<file path="config.mk">
export PLATFORM = sky130hd
export DESIGN_NAME = wb_cmd_exec
export DESIGN_NICKNAME = d
export VERILOG_FILES = /design/src/rtl/wb_cmd_exec.sv
export SDC_FILE = /design/constraint.sdc
export NUM_CORES = 1
export LEC_CHECK = 0
export CAP_MARGIN = 10
export CORE_ASPECT_RATIO = 0.75
export CORE_MARGIN = 2
export CORE_UTILIZATION = 50
export CTS_CLUSTER_DIAMETER = 50
export CTS_CLUSTER_SIZE = 16
export DETAILED_ROUTE_END_ITERATION = 12
export PLACE_DENSITY = 0.86
export SYNTH_ARGS = -nofsm -noshare
export SYNTH_HDL_FRONTEND = slang
export SYNTH_SLANG_ARGS = --single-unit
</file>
<file path="constraint.sdc">
create_clock -name clk -period 6.7 [get_ports clk]
set_input_delay 2.01 -clock clk [delete_from_list [all_inputs] [get_ports clk]]
set_output_delay 2.01 -clock clk [all_outputs]
set_load 0.01 [all_outputs]
</file>
<file path="src/rtl/wb_cmd_exec.sv">
// wb_cmd_exec: executes one host command word at a time as a single
// pipelined-Wishbone bus cycle (READ/WRITE) or as a local operation
// (SET_ADDR/CLEAR). Each result goes out as a 34-bit response word with a
// one-cycle valid pulse.
//
// Ports:
//   clk, rst            system clock, synchronous active-high reset
//   i_cmd_stb           command strobe (edge-detected, may be held)
//   i_cmd_word[33:0]    [33:32] opcode, [31:0] payload
//   o_busy              acceptance through response cycle
//   o_cmd_drop          sticky: a command edge arrived while busy
//   o_wb_*              Wishbone master (cyc/stb/we/addr/data/sel)
//   i_wb_*              Wishbone slave responses (stall/ack/err/data)
//   o_rsp_stb           one-cycle response valid
//   o_rsp_word[33:0]    [33:32] response code, [31:0] data
module wb_cmd_exec #(
  parameter int AW      = 30,
  parameter int TIMEOUT = 1023
) (
  input  logic          clk,
  input  logic          rst,
  input  logic          i_cmd_stb,
  input  logic [33:0]   i_cmd_word,
  output logic          o_busy,
  output logic          o_cmd_drop,
  output logic          o_wb_cyc,
  output logic          o_wb_stb,
  output logic          o_wb_we,
  output logic [AW-1:0] o_wb_addr,
  output logic [31:0]   o_wb_data,
  output logic [3:0]    o_wb_sel,
  input  logic          i_wb_stall,
  input  logic          i_wb_ack,
  input  logic          i_wb_err,
  input  logic [31:0]   i_wb_data,
  output logic          o_rsp_stb,
  output logic [33:0]   o_rsp_word
);

  localparam int CW = $clog2(TIMEOUT + 1);

  localparam logic [1:0] OP_READ  = 2'b00;
  localparam logic [1:0] OP_WRITE = 2'b01;
  localparam logic [1:0] OP_SETA  = 2'b10;
  localparam logic [1:0] OP_CLEAR = 2'b11;

  typedef enum logic [1:0] {S_IDLE, S_BUS, S_WAIT, S_RESP} state_t;

  state_t          state_q, state_d;
  logic            stb_prev_q, stb_prev_d;
  logic            busy_q, busy_d;
  logic            drop_q, drop_d;
  logic [AW-1:0]   addr_q, addr_d;
  logic            inc_q, inc_d;
  logic            we_q, we_d;
  logic [31:0]     data_q, data_d;
  logic [33:0]     rsp_q, rsp_d;
  logic [CW-1:0]   cnt_q, cnt_d;

  logic [1:0]      op;
  logic [31:0]     payload;
  logic            cmd_edge, accept, tmo_hit, can_finish;

  assign op       = i_cmd_word[33:32];
  assign payload  = i_cmd_word[31:0];
  assign cmd_edge = i_cmd_stb & ~stb_prev_q;
  assign accept   = cmd_edge & ~busy_q;
  // Counter reads TIMEOUT-1 on the last permitted cyc cycle.
  assign tmo_hit  = (cnt_q == CW'(TIMEOUT - 1));
  // In BUS a response only counts once the slave has taken the request.
  assign can_finish = (state_q == S_WAIT) || !i_wb_stall;

  always_comb begin
    state_d    = state_q;
    stb_prev_d = i_cmd_stb;
    drop_d     = drop_q;
    addr_d     = addr_q;
    inc_d      = inc_q;
    we_d       = we_q;
    data_d     = data_q;
    rsp_d      = rsp_q;
    cnt_d      = cnt_q;

    unique case (state_q)
      S_IDLE: begin
        if (accept) begin
          unique case (op)
            OP_READ: begin
              state_d = S_BUS;
              we_d    = 1'b0;
              cnt_d   = '0;
            end
            OP_WRITE: begin
              state_d = S_BUS;
              we_d    = 1'b1;
              data_d  = payload;
              cnt_d   = '0;
            end
            OP_SETA: begin
              state_d = S_RESP;
              addr_d  = payload[AW+1:2];
              inc_d   = payload[0];
              rsp_d   = {2'b10, payload};
            end
            OP_CLEAR: drop_d = 1'b0;
            default: ;
          endcase
        end
      end
      S_BUS, S_WAIT: begin
        cnt_d = cnt_q + CW'(1);
        if (can_finish && i_wb_err) begin
          state_d = S_RESP;
          rsp_d   = {2'b11, 32'h0};
        end else if (can_finish && i_wb_ack) begin
          state_d = S_RESP;
          rsp_d   = we_q ? {2'b00, 32'h0} : {2'b01, i_wb_data};
          if (inc_q) addr_d = addr_q + AW'(1);
        end else if (tmo_hit) begin
          state_d = S_RESP;
          rsp_d   = {2'b11, 32'h1};
        end else if (state_q == S_BUS && !i_wb_stall) begin
          state_d = S_WAIT;
        end
      end
      S_RESP:  state_d = S_IDLE;
      default: state_d = S_IDLE;
    endcase

    // An edge while busy is lost; set wins over a same-cycle clear.
    if (cmd_edge && busy_q) drop_d = 1'b1;

    // CLEAR never leaves IDLE but still shows one busy cycle.
    busy_d = (state_d != S_IDLE) || (accept && op == OP_CLEAR);
  end

  always_ff @(posedge clk) begin
    if (rst) begin
      state_q    <= S_IDLE;
      stb_prev_q <= 1'b0;
      busy_q     <= 1'b0;
      drop_q     <= 1'b0;
      addr_q     <= '0;
      inc_q      <= 1'b0;
      we_q       <= 1'b0;
      data_q     <= '0;
      rsp_q      <= '0;
      cnt_q      <= '0;
    end else begin
      state_q    <= state_d;
      stb_prev_q <= stb_prev_d;
      busy_q     <= busy_d;
      drop_q     <= drop_d;
      addr_q     <= addr_d;
      inc_q      <= inc_d;
      we_q       <= we_d;
      data_q     <= data_d;
      rsp_q      <= rsp_d;
      cnt_q      <= cnt_d;
    end
  end

  assign o_busy     = busy_q;
  assign o_cmd_drop = drop_q;
  assign o_wb_cyc   = (state_q == S_BUS) || (state_q == S_WAIT);
  assign o_wb_stb   = (state_q == S_BUS);
  assign o_wb_we    = we_q & o_wb_cyc;
  assign o_wb_addr  = addr_q;
  assign o_wb_data  = data_q;
  assign o_wb_sel   = o_wb_stb ? 4'hF : 4'h0;
  assign o_rsp_stb  = (state_q == S_RESP);
  assign o_rsp_word = rsp_q;

endmodule

</file>
==> results of run 1 <==
cell families after synthesis:
family	share of synthesized area
simple gates	0.228
compound gates	0.257
flops	0.423
buf+inv	0.0503
xor+xnor	0.0115
mux	0.0131
fa+ha+maj	0.0164
sequential cells by signal, summed over array words and instances, names as in the netlist:
signal / flops
cnt_q: 10
inc_q: 1
o_busy: 1
o_cmd_drop: 1
o_rsp_word: 34
o_wb_addr: 30
o_wb_data: 32
state_q: 2
stb_prev_q: 1
we_q: 1
metrics by stage:
step | util | area (um2) | total power [mW]
after floorplan | - | 5350 | 1.04
after global placement | 0.689 | 7110 | 1.23
after detailed placement | 0.689 | 7110 | 1.25
after CTS | 0.738 | 7620 | 2.03
after global routing | 0.738 | 7620 | 2.11
final | 0.738 | 7620 | 2.03
how the worst min path moves through the flow:
stage	slack, ps	from	depth (start not counted)	to
after detailed placement	440	o_rsp_word[32]	2	o_rsp_word[32]
final	450	o_rsp_word[32]	2	o_rsp_word[32]
after global placement	440	o_rsp_word[32]	2	o_rsp_word[32]
after CTS	450	o_rsp_word[32]	2	o_rsp_word[32]
after global routing	480	o_wb_data[7]	2	o_wb_data[7]
after floorplan	470	o_rsp_word[32]	2	o_rsp_word[32]
metal layers:
| metal | GRT usage | routed length (um) | vias up | part of all wire |
|---|---|---|---|---|
| li1 | - | - | 2701 | - |
| met1 | 0.400 | 7340 | 2715 | 0.40 |
| met2 | 0.495 | 8250 | 337 | 0.45 |
| met3 | 0.109 | 2130 | 44 | 0.12 |
| met4 | 0.122 | 456 | 0 | 0.025 |
| met5 | 0 | 0 | - | 0 |
area by class of cell:
| cell class | count | share of cell area |
|---|---|---|
| clock buffer | 25 | 0.0624 |
| timing repair buffer | 182 | 0.237 |
| tap | 136 | 0.0223 |
| sequential | 113 | 0.297 |
| clock inverter | 7 | 0.00460 |
| inverter | 13 | 0.00640 |
| multi-input combinational | 476 | 0.371 |
worst reg2reg max path: stages, from the launching register on:
cell	delay (ps)
dfxtp_1	410
inv_1	100
ha_2	320
buf_4	520
clkinv_1	1070
o32a_1	600
nor3_4	960
a22oi_1	230
o2bb2ai_1	170
power groups by stage:
stage          clock, mW  combinational (mW)  sequential (mW)
3_3_place_gp           0               0.455            0.777
4_1_cts            0.789               0.474            0.768
6_report           0.782               0.480            0.770
3_5_place_dp           0               0.468            0.780
2_1_floorplan          0               0.245            0.790
5_1_grt            0.821               0.518            0.776
cells in the mapped netlist (all sizes together) (2+ instances only):
master,instances
a211oi,11
a21boi,2
a21o,2
a21oi,69
a22oi,27
a311oi,3
a31oi,16
a41oi,2
and2,2
and3,7
and4,6
buf,15
clkbuf,35
clkinv,2
dfxtp,113
ha,7
inv,11
mux2i,7
nand2,102
nand2b,5
nand3,19
nand3b,4
nand4,10
nand4b,3
nor2,38
nor2b,13
nor3,18
nor3b,3
nor4,8
o211ai,2
o21ai,31
o22ai,4
o2bb2ai,28
o31ai,2
o32ai,3
or3,3
or4b,2
xnor2,7
==> results_dict.tcl, run 1 <==
set metrics [dict create \
    status "complete, no violations" \
    hold_path.class "flip-flop to flip-flop" \
    die-area_um2 11500 \
    grt_max_degree 101 \
    numCtsBuffers 17 \
    timing.rr.end "o_rsp_word[24]" \
    mostFrequentLayoutCells "clkdlybuf4s50_1, dfxtp_1, nand2_1" \
    cp_max_fo 63 \
    cpLargestDelayFamily "buffers and inverters" \
    antenna_cells_inserted 0 \
    grt_overflow 0 \
    pwr-share-seq 0.379 \
    ys.flop_type "dfxtp_1" \
    regArea_um2 2260 \
    fp.dieW_um 123 \
    cts_tree "done" \
    clock_latency_ps 420 \
    antenna_left 0 \
    die_h_um 93.5 \
    pin_count 178 \
    peakVddDrop_v 0.000203 \
    vias 5797 \
    post_cts.repair.setup_buffers 0 \
    first_global_vias 5468 \
    endpoint_kind "output pin" \
    layout_commonest_cell "clkdlybuf4s50_1" \
    vias_per_cell 6.09 \
    ctsHtreeMaxLevel 4 \
    criticalPathCategory "flip-flop to output pin" \
    dr.pass1.iters 5 \
    cp-startpoint "state_q[1]" \
    max_slew_margin 0.181 \
    post_route_cells_drive_above_1_share 0.0539 \
    drt_wl_total_um 18200 \
    cp_cell_sequence "inv_1 -> ha_2 -> buf_4 -> and2_1 -> clkdlybuf4s50_1" \
    port_buffers 177 \
    clkSinkCount 113 \
    whs_ps 447 \
    cts-root-buf "clkbuf_16" \
    placedCellCount 920 \
    comb_power_share 0.236 \
    regToRegStartpoint "state_q[1]" \
    maxCapViolations 0 \
    wire_per_inst_um 19.1 \
    yosysTopAreaCellShare 0.423 \
    antenna_found_initial 0 \
    routabilityCongestion 0.866 \
    leakage_nw 2.48 \
    r2r_cells 8 \
    fp-row-count 32 \
    core-area_um2 10300 \
    critical_path_required_ps 4690 \
    p_sw_mw 0.616 \
    setup_viol 0 \
    cts_resized 0 \
    cp.buffers_inverters 3 \
    start_kind "flip-flop" \
    drc 0 \
    syn-num-nets 731 \
    dp_slack_ps 2020 \
    cts_hold_buf 0 \
    synth_cell_type_count 58 \
    syn_inst 652 \
    p_int_mw 1.42 \
    clk_pin_slew_worst_paths_ps 50 \
    drv_slew 0 \
    endpoint "o_wb_we" \
    fin_ws_ps 2110 \
    reg2reg_slack_ps 2240 \
    path_depth 5 \
    grt_pass1_wl_um 28100 \
    layout.nets 882 \
    async_flop_share 0 \
    n_fill_cell 741 \
    clock_skew_ps 8.03 \
    rsz0062_at_grt "no" \
    yosys-top-cells-area "dfxtp_1, nand2_1, a21oi_1" \
    switching_share 0.303 \
    cp.arrival_ps 2580 \
    synth_top_cell_by_area "dfxtp_1" \
    fin_cells 952 \
    fmax_mhz 218 \
    power.clock.fraction 0.385 \
    crit_path_top_delay_cell "clkdlybuf4s50_1" \
    fin_crit_ps 4590 \
    clk_path_buf_depth 2 \
    ys_ff_latch 113 \
    finalHoldViolations 0 \
    period_share 0.685 \
    cellPowerDensity_nw_per_um2 267 \
    avgSynthCellArea_um2 8.20 \
    synthesis.area_um2 5350 \
    syn2layout_area_growth_pct 42.6 \
    multi_input_area_um2 2830 \
    critPathMaxStageDelay_ps 540 \
    start_util 0.517 \
    final.setup.tns_ps 0 \
    synth_edf_count 0 \
    grt_use_total 0.316 \
    drt-initial-drc-count 652 \
    worst_pin_slew_ps 1230 \
    hpwl_um 12300 \
    ys_warn_count 0 \
    yosysSeqAreaShare 0.423 \
]
Power figures use the tool's default switching activity.
==> run 2: changes to the inputs <==
CORE_UTILIZATION = 46   (was 50)
PLACE_DENSITY = 0.8   (was 0.86)
clock period = 4.75 ns   (was 6.7 ns; I/O delays follow)
==> run 2 against run 1 <==
  * Utilization fell by 5.6 points
  * Cell count rose by 1.3%
  * Setup slack got worse by 1200 ps
  * Die area rose by 8.4%
  * Non-clock buffer count rose by 4
  * Global-route usage fell by 1.8 points
  * Via count rose by 0.29%
==> results_dict.tcl, run 2 (synthesis results as in run 1) <==
set metrics [dict create \
    status "complete, no violations" \
    endpoint "o_wb_cyc" \
    drv_slew 0 \
    die_h_um 97.4 \
    cp.buffers_inverters 3 \
    path_depth 4 \
    cts_resized 0 \
    timing.rr.end "o_wb_addr[19]" \
    critical_path_required_ps 3320 \
    regToRegStartpoint "state_q[1]" \
    grt_max_degree 66 \
    routabilityCongestion 0.889 \
    placedCellCount 932 \
    numCtsBuffers 17 \
    finalHoldViolations 0 \
    post_route_cells_drive_above_1_share 0.0646 \
    vias 5814 \
    largest_reg_flops 34 \
    power.clock.fraction 0.439 \
    clock_skew_ps 4.70 \
    port_buffers 177 \
    worst_pin_slew_ps 971 \
    cp_cell_sequence "inv_1 -> ha_2 -> buf_4 -> clkdlybuf4s50_1" \
    grt_use_total 0.298 \
    fp-row-count 34 \
    cts_tree "done" \
    layout.nets 886 \
    clk_pin_slew_worst_paths_ps 50 \
    peakVddDrop_v 0.000377 \
    clk_path_buf_depth 2 \
    layout_commonest_cell "clkdlybuf4s50_1" \
    switching_share 0.288 \
    antenna_left 0 \
    final.setup.tns_ps 0 \
    clock_latency_ps 420 \
    fmax_mhz 258 \
    fp.dieW_um 128 \
    cp.arrival_ps 2450 \
    pwr-share-seq 0.344 \
    first_global_vias 5649 \
    die-area_um2 12500 \
    crit_path_top_delay_cell "clkdlybuf4s50_1" \
    cellPowerDensity_nw_per_um2 404 \
    leakage_nw 2.56 \
    start_util 0.467 \
    max_slew_margin 0.353 \
    antenna_found_initial 0 \
    fin_cells 964 \
    reg2reg_slack_ps 1440 \
    syn2layout_area_growth_pct 46.0 \
    setup_viol 0 \
    vias_per_cell 6.03 \
    cts-root-buf "clkbuf_16" \
    criticalPathCategory "flip-flop to output pin" \
    grt_pass1_wl_um 29300 \
    drt-initial-drc-count 453 \
    p_int_mw 2.25 \
    start_kind "flip-flop" \
    drc 0 \
    clkSinkCount 113 \
    comb_power_share 0.217 \
    cpLargestDelayFamily "buffers and inverters" \
    grt_overflow 0 \
    cts_hold_buf 0 \
    hpwl_um 12400 \
    mostFrequentLayoutCells "clkdlybuf4s50_1, dfxtp_1, nand2_1" \
    dr.pass1.iters 5 \
    ctsHtreeMaxLevel 4 \
    hold_path.class "flip-flop to flip-flop" \
    pin_count 178 \
    maxCapViolations 0 \
    wire_per_inst_um 19.2 \
    antenna_cells_inserted 0 \
    core-area_um2 11400 \
    endpoint_kind "output pin" \
    p_sw_mw 0.908 \
    period_share 0.817 \
    drt_wl_total_um 18500 \
    critPathMaxStageDelay_ps 660 \
    p_total_mw 3.15 \
    fin_crit_ps 3880 \
    r2r_cells 8 \
    cp-startpoint "state_q[1]" \
    rsz0062_at_grt "no" \
    post_cts.repair.setup_buffers 0 \
    cp_max_fo 62 \
]
==> run 2: tightest hold or removal path, cell delays in order, from the launching register on <==
cell     delay (ps)
dfxtp_1         300
nand2_1          50
a21oi_1          50
==> run 2: area by class of cell <==
class | count | area, um2
Clock inverter | 10 | 155
Tap cell | 144 | 180
Multi-Input combinational cell | 476 | 2830
Sequential cell | 113 | 2260
Fill cell | 901 | 3640
Timing Repair Buffer | 186 | 1850
Inverter | 13 | 48.8
Clock buffer | 22 | 484
==> run 2: power by group through the flow <==
stage          sequential [mW]  clock (mW)  combinational [mW]
2_1_floorplan             1.11           0               0.346
3_3_place_gp              1.10           0               0.653
3_5_place_dp              1.10           0               0.669
4_1_cts                   1.08        1.39               0.677
5_1_grt                   1.09        1.44               0.736
6_report                  1.08        1.38               0.684
==> run 2: how the worst min path moves through the flow <==
stage               cells after the start  slack (ps)            from              to
floorplan                               2         470  o_rsp_word[32]  o_rsp_word[32]
global placement                        2         440   o_wb_data[19]   o_wb_data[19]
detailed placement                      1         450  o_rsp_word[20]  o_rsp_word[20]
CTS                                     2         460   o_wb_data[27]   o_wb_data[27]
global route                            2         480    o_wb_data[2]    o_wb_data[2]
finish                                  2         450    o_wb_data[5]    o_wb_data[5]
==> run 2: layer usage <==
| layer | global-route usage | part of all wire | vias to the layer above |
|---|---|---|---|
| met1 | 0.395 | 0.44 | 2754 |
| met5 | 0 | 0 | - |
| met4 | 0.124 | 0.028 | 0 |
| met3 | 0.0898 | 0.095 | 48 |
| li1 | - | - | 2698 |
| met2 | 0.450 | 0.44 | 314 |
==> run 2: metrics by stage <==
step	cell area, um2	utilization	setup slack (ps)	hold slack (ps)
4_1_cts	7800	0.682	863	456
3_3_place_gp	7170	0.626	967	442
2_1_floorplan	5350	-	1320	473
5_1_grt	7800	0.682	772	478
3_5_place_dp	7170	0.626	882	448
6_report	7800	0.682	871	454
